==> config.mk <==
export PLATFORM = sky130hd
export DESIGN_NAME = serial_ula_scheduler
export DESIGN_NICKNAME = d
export VERILOG_FILES = /design/src/rtl/serial_ula_scheduler.sv
export SDC_FILE = /design/constraint.sdc
export NUM_CORES = 1
export LEC_CHECK = 0
export CAP_MARGIN = 25
export CORE_MARGIN = 2
export CORE_UTILIZATION = 25
export DETAILED_ROUTE_END_ITERATION = 8
export HOLD_SLACK_MARGIN = 0.15
export MAX_ROUTING_LAYER = met4
export PLACE_DENSITY = 0.44
export SYNTH_ARGS = -nofsm -noshare
export SYNTH_HDL_FRONTEND = slang
export SYNTH_SLANG_ARGS = --single-unit
==> constraint.sdc <==
create_clock -name clk -period 7.7 [get_ports clk]
set_input_delay 0.77 -clock clk [delete_from_list [all_inputs] [get_ports clk]]
set_output_delay 0.77 -clock clk [all_outputs]
set_load 0.02 [all_outputs]
==> src/rtl/serial_ula_scheduler.sv <==
// serial_ula_scheduler: shares the serial ULA between a cassette client and an
// RS423 client, and owns the ULA control-register write path.
module serial_ula_scheduler #(
    parameter int unsigned MOTOR_SPINUP = 16,
    parameter int unsigned DCD_TIMEOUT  = 4096,
    parameter logic [7:0]  IDLE_CTRL    = 8'h40
) (
    input  logic       clk,
    input  logic       nRST,
    input  logic       cas_req,
    input  logic       cas_dir,
    input  logic [5:0] cas_baud,
    input  logic       rs_req,
    input  logic [5:0] rs_baud,
    input  logic       dcd,
    output logic       ctl_wr,
    output logic [7:0] ctl_data,
    output logic       cas_gnt,
    output logic       cas_ready,
    output logic       cas_timeout,
    output logic       rs_gnt,
    output logic       busy,
    output logic [3:0] dbg_state
);

    localparam int unsigned CNT_MAX = (MOTOR_SPINUP > DCD_TIMEOUT) ? MOTOR_SPINUP : DCD_TIMEOUT;
    localparam int unsigned CNT_W   = $clog2(CNT_MAX + 1);
    localparam logic [CNT_W-1:0] CNT_ONE   = CNT_W'(1);
    localparam logic [CNT_W-1:0] SPIN_LOAD = CNT_W'(MOTOR_SPINUP);
    localparam logic [CNT_W-1:0] TONE_LOAD = CNT_W'(DCD_TIMEOUT);

    typedef enum logic [3:0] {
        S_INIT       = 4'd0,
        S_IDLE       = 4'd1,
        S_CFG_RS     = 4'd2,
        S_RS_ACTIVE  = 4'd3,
        S_CFG_CAS    = 4'd4,
        S_SPINUP     = 4'd5,
        S_WAIT_TONE  = 4'd6,
        S_CAS_ACTIVE = 4'd7,
        S_RELEASE    = 4'd8
    } state_t;

    state_t           state_q, state_d;
    logic [CNT_W-1:0] cnt_q, cnt_d;
    logic             lock_q, lock_d;
    logic             last_cas_q, last_cas_d;
    logic             dir_q, dir_d;
    logic             dcd_meta_q, dcd_sync_q;
    logic             timeout_hit;
    logic             cas_eff;

    logic             ctl_wr_q, ctl_wr_d;
    logic [7:0]       ctl_data_q, ctl_data_d;
    logic             cas_gnt_q, cas_gnt_d;
    logic             cas_ready_q, cas_ready_d;
    logic             cas_timeout_q;
    logic             rs_gnt_q, rs_gnt_d;
    logic             busy_q, busy_d;

    // Requests are levels held for the whole session; a grant (and cas_ready)
    // is the acknowledgement, and dropping the request ends the session.
    assign cas_eff = cas_req && !lock_q;

    always_comb begin
        state_d     = state_q;
        cnt_d       = cnt_q;
        lock_d      = lock_q;
        last_cas_d  = last_cas_q;
        dir_d       = dir_q;
        timeout_hit = 1'b0;
        if (!cas_req) begin
            lock_d = 1'b0;
        end
        case (state_q)
            S_INIT: state_d = S_IDLE;
            S_IDLE: begin
                if (cas_eff && (!rs_req || !last_cas_q)) begin
                    state_d    = S_CFG_CAS;
                    last_cas_d = 1'b1;
                end else if (rs_req) begin
                    state_d    = S_CFG_RS;
                    last_cas_d = 1'b0;
                end
            end
            S_CFG_RS: state_d = S_RS_ACTIVE;
            S_RS_ACTIVE: begin
                if (!rs_req) state_d = S_RELEASE;
            end
            S_CFG_CAS: begin
                state_d = S_SPINUP;
                cnt_d   = SPIN_LOAD;
                dir_d   = cas_dir;
            end
            S_SPINUP: begin
                if (!cas_req) begin
                    state_d = S_RELEASE;
                end else if (cnt_q <= CNT_ONE) begin
                    if (dir_q) begin
                        state_d = S_CAS_ACTIVE;
                    end else begin
                        state_d = S_WAIT_TONE;
                        cnt_d   = TONE_LOAD;
                    end
                end else begin
                    cnt_d = cnt_q - CNT_ONE;
                end
            end
            S_WAIT_TONE: begin
                // A dropped request wins over tone and timeout: no pulse, no lock.
                if (!cas_req) begin
                    state_d = S_RELEASE;
                end else if (dcd_sync_q) begin
                    state_d = S_CAS_ACTIVE;
                end else if (cnt_q <= CNT_ONE) begin
                    state_d     = S_RELEASE;
                    timeout_hit = 1'b1;
                    lock_d      = 1'b1;
                end else begin
                    cnt_d = cnt_q - CNT_ONE;
                end
            end
            S_CAS_ACTIVE: begin
                if (!cas_req) state_d = S_RELEASE;
            end
            S_RELEASE: state_d = S_IDLE;
            default:   state_d = S_INIT;
        endcase
    end

    // Outputs are registered from the state being entered, so they line up
    // with the state itself while still resetting to zero.
    always_comb begin
        ctl_wr_d   = 1'b0;
        ctl_data_d = ctl_data_q;
        if (state_q == S_INIT) begin
            ctl_wr_d   = 1'b1;
            ctl_data_d = IDLE_CTRL;
        end
        case (state_d)
            S_CFG_RS: begin
                ctl_wr_d   = 1'b1;
                ctl_data_d = {1'b0, 1'b1, rs_baud};
            end
            S_CFG_CAS: begin
                ctl_wr_d   = 1'b1;
                ctl_data_d = {1'b1, 1'b0, cas_baud};
            end
            S_RELEASE: begin
                ctl_wr_d   = 1'b1;
                ctl_data_d = IDLE_CTRL;
            end
            default: ;
        endcase
    end

    assign cas_gnt_d   = (state_d == S_SPINUP) || (state_d == S_WAIT_TONE) || (state_d == S_CAS_ACTIVE);
    assign cas_ready_d = (state_d == S_CAS_ACTIVE);
    assign rs_gnt_d    = (state_d == S_RS_ACTIVE);
    assign busy_d      = (state_d != S_IDLE);

    always_ff @(posedge clk or negedge nRST) begin
        if (!nRST) begin
            state_q       <= S_INIT;
            cnt_q         <= '0;
            lock_q        <= 1'b0;
            last_cas_q    <= 1'b0;
            dir_q         <= 1'b0;
            dcd_meta_q    <= 1'b0;
            dcd_sync_q    <= 1'b0;
            ctl_wr_q      <= 1'b0;
            ctl_data_q    <= IDLE_CTRL;
            cas_gnt_q     <= 1'b0;
            cas_ready_q   <= 1'b0;
            cas_timeout_q <= 1'b0;
            rs_gnt_q      <= 1'b0;
            busy_q        <= 1'b0;
        end else begin
            state_q       <= state_d;
            cnt_q         <= cnt_d;
            lock_q        <= lock_d;
            last_cas_q    <= last_cas_d;
            dir_q         <= dir_d;
            dcd_meta_q    <= dcd;
            dcd_sync_q    <= dcd_meta_q;
            ctl_wr_q      <= ctl_wr_d;
            ctl_data_q    <= ctl_data_d;
            cas_gnt_q     <= cas_gnt_d;
            cas_ready_q   <= cas_ready_d;
            cas_timeout_q <= timeout_hit;
            rs_gnt_q      <= rs_gnt_d;
            busy_q        <= busy_d;
        end
    end

    assign ctl_wr      = ctl_wr_q;
    assign ctl_data    = ctl_data_q;
    assign cas_gnt     = cas_gnt_q;
    assign cas_ready   = cas_ready_q;
    assign cas_timeout = cas_timeout_q;
    assign rs_gnt      = rs_gnt_q;
    assign busy        = busy_q;
    assign dbg_state   = state_q;

endmodule

* Word-level counts from Yosys, hierarchy flattened *
Index checks and enable logic that the tools add are counted.

word-level totals
  register bits = 36
  word-level logic and storage cells = 86
  output and inout port bits = 18

operators by class
  reduce and logical (&&, ||, !) cells = 16
  equal/unequal tests = 21
  magnitude comparators = 1
  mux-type cells = 33
  add/sub/neg operators = 1

operators by type and width
  kind                     number
  $mux W13                 6
  $pmux W13 S3             1
  $mux W4                  9
  $eq A4 B3 Y1 const B     8
  $pmux W4 S8              1
  $pmux W8 S3              1
  $eq A4 B2 Y1 const B     4
  $mux W1                  14
  $le A13 B1 Y1 const B    1
  $sub A13 B1 Y13 const B  1
  $eq A4 B4 Y1 const B     2
  $mux W8                  1
  $ne A2 B2 Y1 const B     4
  $reduce_and A6 Y1        1
  $eq A4 B1 Y1 const B     1
  $logic_not A4 Y1         1
  $ne A4 B1 Y1 const B     1
  $reduce_bool A4 Y1       1
  $logic_not A1 Y1         3
  $logic_or A1 B1 Y1       3
  $ne A3 B3 Y1 const B     1
  $reduce_bool A3 Y1       1
  $reduce_or A3 Y1         1
  $logic_and A1 B1 Y1      2
  other kinds (3)          3

* Depth between registers and ports, before layout *
Gate-level depths: netlist (run 1).

  depth in word-level cells = 8
  gate-level depth with buffers = 10
  depth with buffers taken out = 9

* Worst setup path after synthesis (run 1) *
OpenSTA, ideal clock, no wires.

  path kind = reg-to-reg
  from = register cnt_q[6]
  to = register cnt_q[12]
  arrival time = 2693 ps
  setup slack = 4882 ps
  setup time = 125 ps
  stages on the path, launching flop included = 8
  clock period less this slack = 2818 ps
  path buffers = 1
  cell sequence = dfrtp_1 or4_4 nor4b_4 buf_6 mux2i_1 nand3_1 mux2i_2 mux2_4

between the ends
  longest elaborated chain between the ends = 5

ends and longest elaborated chain
  item                    line      text
  start, declared         45        logic [CNT_W-1:0] cnt_q, cnt_d;
  start signal, assigned  180       cnt_q <= cnt_d;
  $sub A13 B1 Y13         106, 120
  $mux W13                115       end else if (cnt_q <= CNT_ONE) begin
  $mux W13                113       end else if (dcd_sync_q) begin
  $mux W13                111       if (!cas_req) begin
  $pmux W13 S3            75        case (state_q)

Several ways; a longest one is shown, not always the timed one. The select of a mux whose other input is x is not followed.
A chain may end at the register's enable or synchronous reset.

* Worst setup path in the final report (run 1) *
Ends and elaborated chain as after synthesis.

==> results.sh, run 1 <==
export IMPL_outcome="completed"
export IMPL_cts_setup_buffers=0
export IMPL_path_clk_slew_ns=0.08
export IMPL_synth_warnings=0
export IMPL_syn_to_final_growth_pct=23.3
export IMPL_grt_ovfl_total=0
export IMPL_max_slew_margin_pct=43.9
export IMPL_drv_cap=0
export IMPL_tightest_slew_ns=0.841
export IMPL_cp_end_kind="flop"
export IMPL_p_per_area_mw_per_mm2=369
export IMPL_start_kind="flop"
export IMPL_leakagePower_nw=1.10
export IMPL_post_drt_wl_per_cell_um=14.5
export IMPL_drc=0
export IMPL_cts_sinks=36
export IMPL_layout_common_cells="dfrtp_1 (35), clkdlybuf4s50_1 (34), mux2i_1 (21)"
export IMPL_hpwl_um=3790
export IMPL_fp_dieH_um=97.5
export IMPL_die_area_mm2=0.00951
export IMPL_hold_viol_final=0
export IMPL_nets=281
export IMPL_fp_row_count=34
export IMPL_clockBufferDepth=2
export IMPL_required_ns=7.88
export IMPL_max_stage_delay_ns=0.73
export IMPL_hold_class="flop to flop"
export IMPL_htreeDepth=2
export IMPL_utilization_pct=31.4
export IMPL_synthFlopType="dfrtp_1"
export IMPL_tns_ns=0
export IMPL_drtIter0Drc=60
export IMPL_synth_cells=233
export IMPL_path_class="flop to flop"
export IMPL_num_vias=1776
export IMPL_grt_pass1_vias=1737
export IMPL_placed_area_mm2=0.00261
export IMPL_ctsHoldBuffers=0
export IMPL_rsz0062_at_grt="false"
export IMPL_wl_um=5370
export IMPL_grt_pass1_wl_um=8830
export IMPL_peakVddDrop_mv=0.0847
export IMPL_postSynthAreaPerCell_um2=9.38
export IMPL_pin_count=36
export IMPL_final_common_cell="dfrtp_1"
export IMPL_place_congestion=0.705
export IMPL_syn_area_mm2=0.00219
export IMPL_synthTopCellsByArea="dfrtp_1 (40%), mux2i_1 (9.6%), nand2b_1 (3.7%), nand2_1 (3.1%), o211ai_1 (3.1%)"
export IMPL_synth_edff_count=0
export IMPL_ant_nets=0
export IMPL_whs_ns=0.359
export IMPL_synth_top_area_share_pct=40.1
export IMPL_min_period_over_period_pct=44.3
export IMPL_ys_async_sr_fraction_pct=100
export IMPL_grt_max_degree=37
export IMPL_cts_tree="built"
export IMPL_diodes=0
export IMPL_drt_pass1_iterations=4
export IMPL_viasPerCell=4.80
export IMPL_start_util_pct=25.4
export IMPL_finalInstanceArea_mm2=0.00270
export IMPL_maxSlewViolCount=0
export IMPL_setup_ws_ns=4.29
export IMPL_cts_buffers=5
export IMPL_grt_antenna_before_repair=0
export IMPL_cp_max_fo=11
export IMPL_regMostFlops="cnt_q"
export IMPL_dpl_worst_slack_ns=4.02
export IMPL_ys_types=48
export IMPL_track_usage_pct=11.8
export IMPL_seq_area_frac_synth_pct=41.3
export IMPL_drive_above_1_share_pct=8.40
export IMPL_setup_violations=0
export IMPL_max_freq_mhz=293
export IMPL_crit_chain="or4_4, nor4b_4, mux2i_1, nand3_1, mux2i_2, mux2_4"
export IMPL_syn_nets=253
export IMPL_io_buffer_count=35
export IMPL_largest_reg_flops=13
export IMPL_synth_seq_cells=36
export IMPL_finClkSkew_ns=0.00807
export IMPL_root_buffer="clkbuf_8"
export IMPL_fp_dieW_um=97.5
export IMPL_yosysTopAreaCell="dfrtp_1"
export IMPL_crit_path_top_delay_cell="mux2i_1"
export IMPL_cp_data_arrival_time_ns=3.59
export IMPL_core_area_mm2=0.00859
export IMPL_cts_resized=0
export IMPL_min_period_ns=3.41
export IMPL_clk_latency_ns=0.29
[kinds of logic after synthesis]
kind of cell | Yosys count | synth area share, %
AND/OR/NAND/NOR | 88 | 22.3
AO/OA/AOI/OAI | 50 | 16.1
flip-flops | 36 | 41.3
buffers and inverters | 30 | 6.18
multiplexers | 26 | 12.7
adder cells (fa/ha/maj) | 2 | 1.14
XOR/XNOR | 1 | 0.401
[per-layer routing]
metal	track usage [%]	part of all wire (%)	up-vias
li1	-	-	893
met1	15.6	49	849
met2	17.8	47	27
met3	2.73	3.4	7
met4	3.95	1.2	0
met5	-	0	-
[area by class of cell]
| class | instances | area, um^2 |
|---|---|---|
| Sequential cell | 36 | 902 |
| Clock buffer | 8 | 90.1 |
| Timing Repair Buffer | 36 | 353 |
| Tap cell | 108 | 135 |
| Inverter | 15 | 61.3 |
| Fill cell | 928 | 5900 |
| Multi-Input combinational cell | 167 | 1150 |
[where the power goes]
part           leakage [nW]  switching [mW]  internal [mW]  total, mW
clock                0.0455          0.0708         0.0731      0.144
combinational         0.587           0.301          0.228      0.529
sequential            0.463          0.0677          0.253      0.321
total                  1.10           0.439          0.554      0.993
[synthesized netlist by cell type, drive strengths merged (2+ instances only)]
cell and count:
or4 2, ha 2, o21bai 2, and2 3
mux2 4, nor4 3, nand2b 13, a22oi 6
nand4 9, nand3b 4, dfrtp 35, inv 14
o211ai 9, nor2 15, a211o 2, clkbuf 11
nand2 18, nand3 5, o21ai 11, a31oi 4
nor2b 4, buf 4, mux2i 22, a21oi 6
nor3 7
[final timing paths]
| kind | from | depth (start not counted) | to | slack (ns) |
|---|---|---|---|---|
| setup / recovery | cnt_q[6] | 6 | cnt_q[12] | 4.29 |
| hold / removal | dcd_meta_q | 0 | dcd_sync_q | 0.36 |
| setup reg to reg | cnt_q[6] | 6 | cnt_q[12] | 4.29 |
| hold reg to reg | dcd_meta_q | 0 | dcd_sync_q | 0.36 |
| max in group asynchronous | nRST | 1 | ctl_data[2] | 6.59 |
| min in group asynchronous | nRST | 1 | cnt_q[5] | 0.58 |
[through the flow]
stage / cells / power, mW
final: 370 / 0.993
after global routing: 370 / 1.07
after CTS: 370 / 1.01
after detailed placement: 362 / 0.859
after global placement: 362 / 0.858
after floorplan: 233 / 0.704
[critical path, delay by kind of cell, from the launching register on]
kind,cells,cell delay (ns)
flops,1,0.43
simple gates,3,1.42
mux,3,1.45
(Power assumes the default switching activity.)
==> run 2, diff against run 1 <==
--- a/config.mk
+++ b/config.mk
@@ -11,7 +11,7 @@
 export DETAILED_ROUTE_END_ITERATION = 8
 export HOLD_SLACK_MARGIN = 0.15
 export MAX_ROUTING_LAYER = met4
-export PLACE_DENSITY = 0.44
+export PLACE_DENSITY = 0.45
 export SYNTH_ARGS = -nofsm -noshare
 export SYNTH_HDL_FRONTEND = slang
 export SYNTH_SLANG_ARGS = --single-unit
==> constraint.sdc (replaced) <==
create_clock -name clk -period 3 [get_ports clk]
set_input_delay 0.3 -clock clk [delete_from_list [all_inputs] [get_ports clk]]
set_output_delay 0.3 -clock clk [all_outputs]
set_load 0.02 [all_outputs]
==> results.sh, run 2 (synthesized netlist as in run 1, its figures left out) <==
export IMPL_hpwl_um=4020
export IMPL_drtIter0Drc=57
export IMPL_num_vias=1793
export IMPL_nets=292
export IMPL_post_drt_wl_per_cell_um=14.4
export IMPL_peakVddDrop_mv=0.396
export IMPL_leakagePower_nw=1.16
export IMPL_finalInstanceArea_mm2=0.00280
export IMPL_syn_to_final_growth_pct=28.2
export IMPL_grt_pass1_wl_um=9460
export IMPL_start_kind="flop"
export IMPL_placed_area_mm2=0.00268
export IMPL_io_buffer_count=35
export IMPL_grt_pass1_vias=1876
export IMPL_cts_buffers=5
export IMPL_die_area_mm2=0.00951
export IMPL_cts_sinks=36
export IMPL_start_util_pct=25.4
export IMPL_diodes=0
export IMPL_outcome="completed"
export IMPL_regMostFlops="cnt_q"
export IMPL_max_freq_mhz=351
export IMPL_grt_antenna_before_repair=0
export IMPL_pin_count=36
export IMPL_core_area_mm2=0.00859
export IMPL_cp_max_fo=11
export IMPL_largest_reg_flops=13
export IMPL_viasPerCell=4.71
export IMPL_drc=0
export IMPL_crit_family="simple AND/OR/NAND/NOR gates"
export IMPL_p_per_area_mw_per_mm2=971
export IMPL_ant_nets=0
export IMPL_cts_resized=0
export IMPL_maxSlewViolCount=0
export IMPL_fp_dieW_um=97.5
export IMPL_crit_chain="or4_1, nor4b_4, buf_4, mux2_2, o21ai_1, mux2i_2, mux2_4"
export IMPL_cts_tree="built"
export IMPL_fp_row_count=34
export IMPL_path_clk_slew_ns=0.08
export IMPL_track_usage_pct=12.7
export IMPL_htreeDepth=2
export IMPL_max_stage_delay_ns=0.58
export IMPL_rsz0062_at_grt="false"
export IMPL_utilization_pct=32.6
export IMPL_layout_common_cells="dfrtp_1 (35), clkdlybuf4s50_1 (34), mux2i_1 (21)"
export IMPL_setup_violations=0
export IMPL_cts_setup_buffers=0
export IMPL_min_period_ns=2.85
export IMPL_max_slew_margin_pct=44.0
export IMPL_dp_cells=372
export IMPL_finClkSkew_ns=0.00633
export IMPL_path_class="flop to flop"
export IMPL_place_congestion=0.790
export IMPL_required_ns=3.18
export IMPL_hold_viol_final=0
export IMPL_grt_ovfl_total=0
export IMPL_min_period_over_period_pct=94.9
export IMPL_final_common_cell="dfrtp_1"
export IMPL_tns_ns=0
export IMPL_crit_path_top_delay_cell="or4_1"
export IMPL_drv_cap=0
export IMPL_root_buffer="clkbuf_8"
export IMPL_clockBufferDepth=2
export IMPL_cp_data_arrival_time_ns=3.03
export IMPL_drt_pass1_iterations=4
export IMPL_finalPower_mw=2.72
export IMPL_instances_no_fill=381
export IMPL_drive_above_1_share_pct=12.5
export IMPL_path_buf_inv=1
export IMPL_wl_um=5490
export IMPL_clk_latency_ns=0.29
export IMPL_hold_class="flop to flop"
export IMPL_cp_end_kind="flop"
export IMPL_grt_max_degree=37
export IMPL_tightest_slew_ns=0.840
export IMPL_fp_dieH_um=97.5
run 2: changes by cell type in the layout (fill, tap and decap cells not counted), sizes merged:
cell,change
clkinvlp,+1
dlygate4sd3,+1
bufinv,+1
buf,+10
clkinv,+1
clkbuf,-3
run 2: what timing repair did:
action | 4_1_cts | 5_1_grt
endpoints found under the hold margin | 9 | 0
hold buffers | 1 | 0
setup endpoints to repair | 0 | 1
run 2: through the flow:
step | setup WS [ns] | hold slack [ns]
4_1_cts | 0.120 | 0.354
6_report | 0.152 | 0.351
2_1_floorplan | 0.182 | 0.00441
5_1_grt | 0.0410 | 0.364
3_3_place_gp | 0.194 | 0.337
3_5_place_dp | 0.144 | 0.336
run 2: routing by layer:
metal	global-route usage, %	vias to the layer above	routed length, um
li1	-	911	-
met1	16.9	850	2690
met2	19.4	23	2580
met3	2.52	9	146
met4	4.17	0	82
met5	-	-	0
run 2: layout make-up:
class	count	area, um^2
fillers	909	5790
multi-input cells	167	1150
flip-flops and latches	36	902
repair buffers	47	438
well taps	108	135
clock buffers	5	68.8
inverters	15	61.3
clock inverters	3	42.5
run 2: worst register-to-register path: cells and delay by family, from the launching register on:
kind	cells	cell delay, ns
DFF	1	0.40
buffers and inverters	1	0.19
AOI/OAI and AO/OA	1	0.24
muxes	3	0.93
and+or+nand+nor	2	0.96
run 2: final timing paths:
kind,startpoint,to,slack (ns),cells past startpoint
hold / removal,dcd_meta_q,dcd_sync_q,0.35,0
min in group asynchronous,nRST,cnt_q[9],0.64,2
setup / recovery,cnt_q[10],cnt_q[12],0.15,7
max in group asynchronous,nRST,cas_gnt,1.82,2
setup reg to reg,cnt_q[10],cnt_q[12],0.15,7
hold reg to reg,dcd_meta_q,dcd_sync_q,0.35,0
run 2: power breakdown:
group          internal, mW  switching [mW]  leakage, nW
sequential            0.650           0.143        0.463
clock                 0.246           0.193       0.0541
combinational         0.654           0.834        0.640
total                  1.55            1.17         1.16
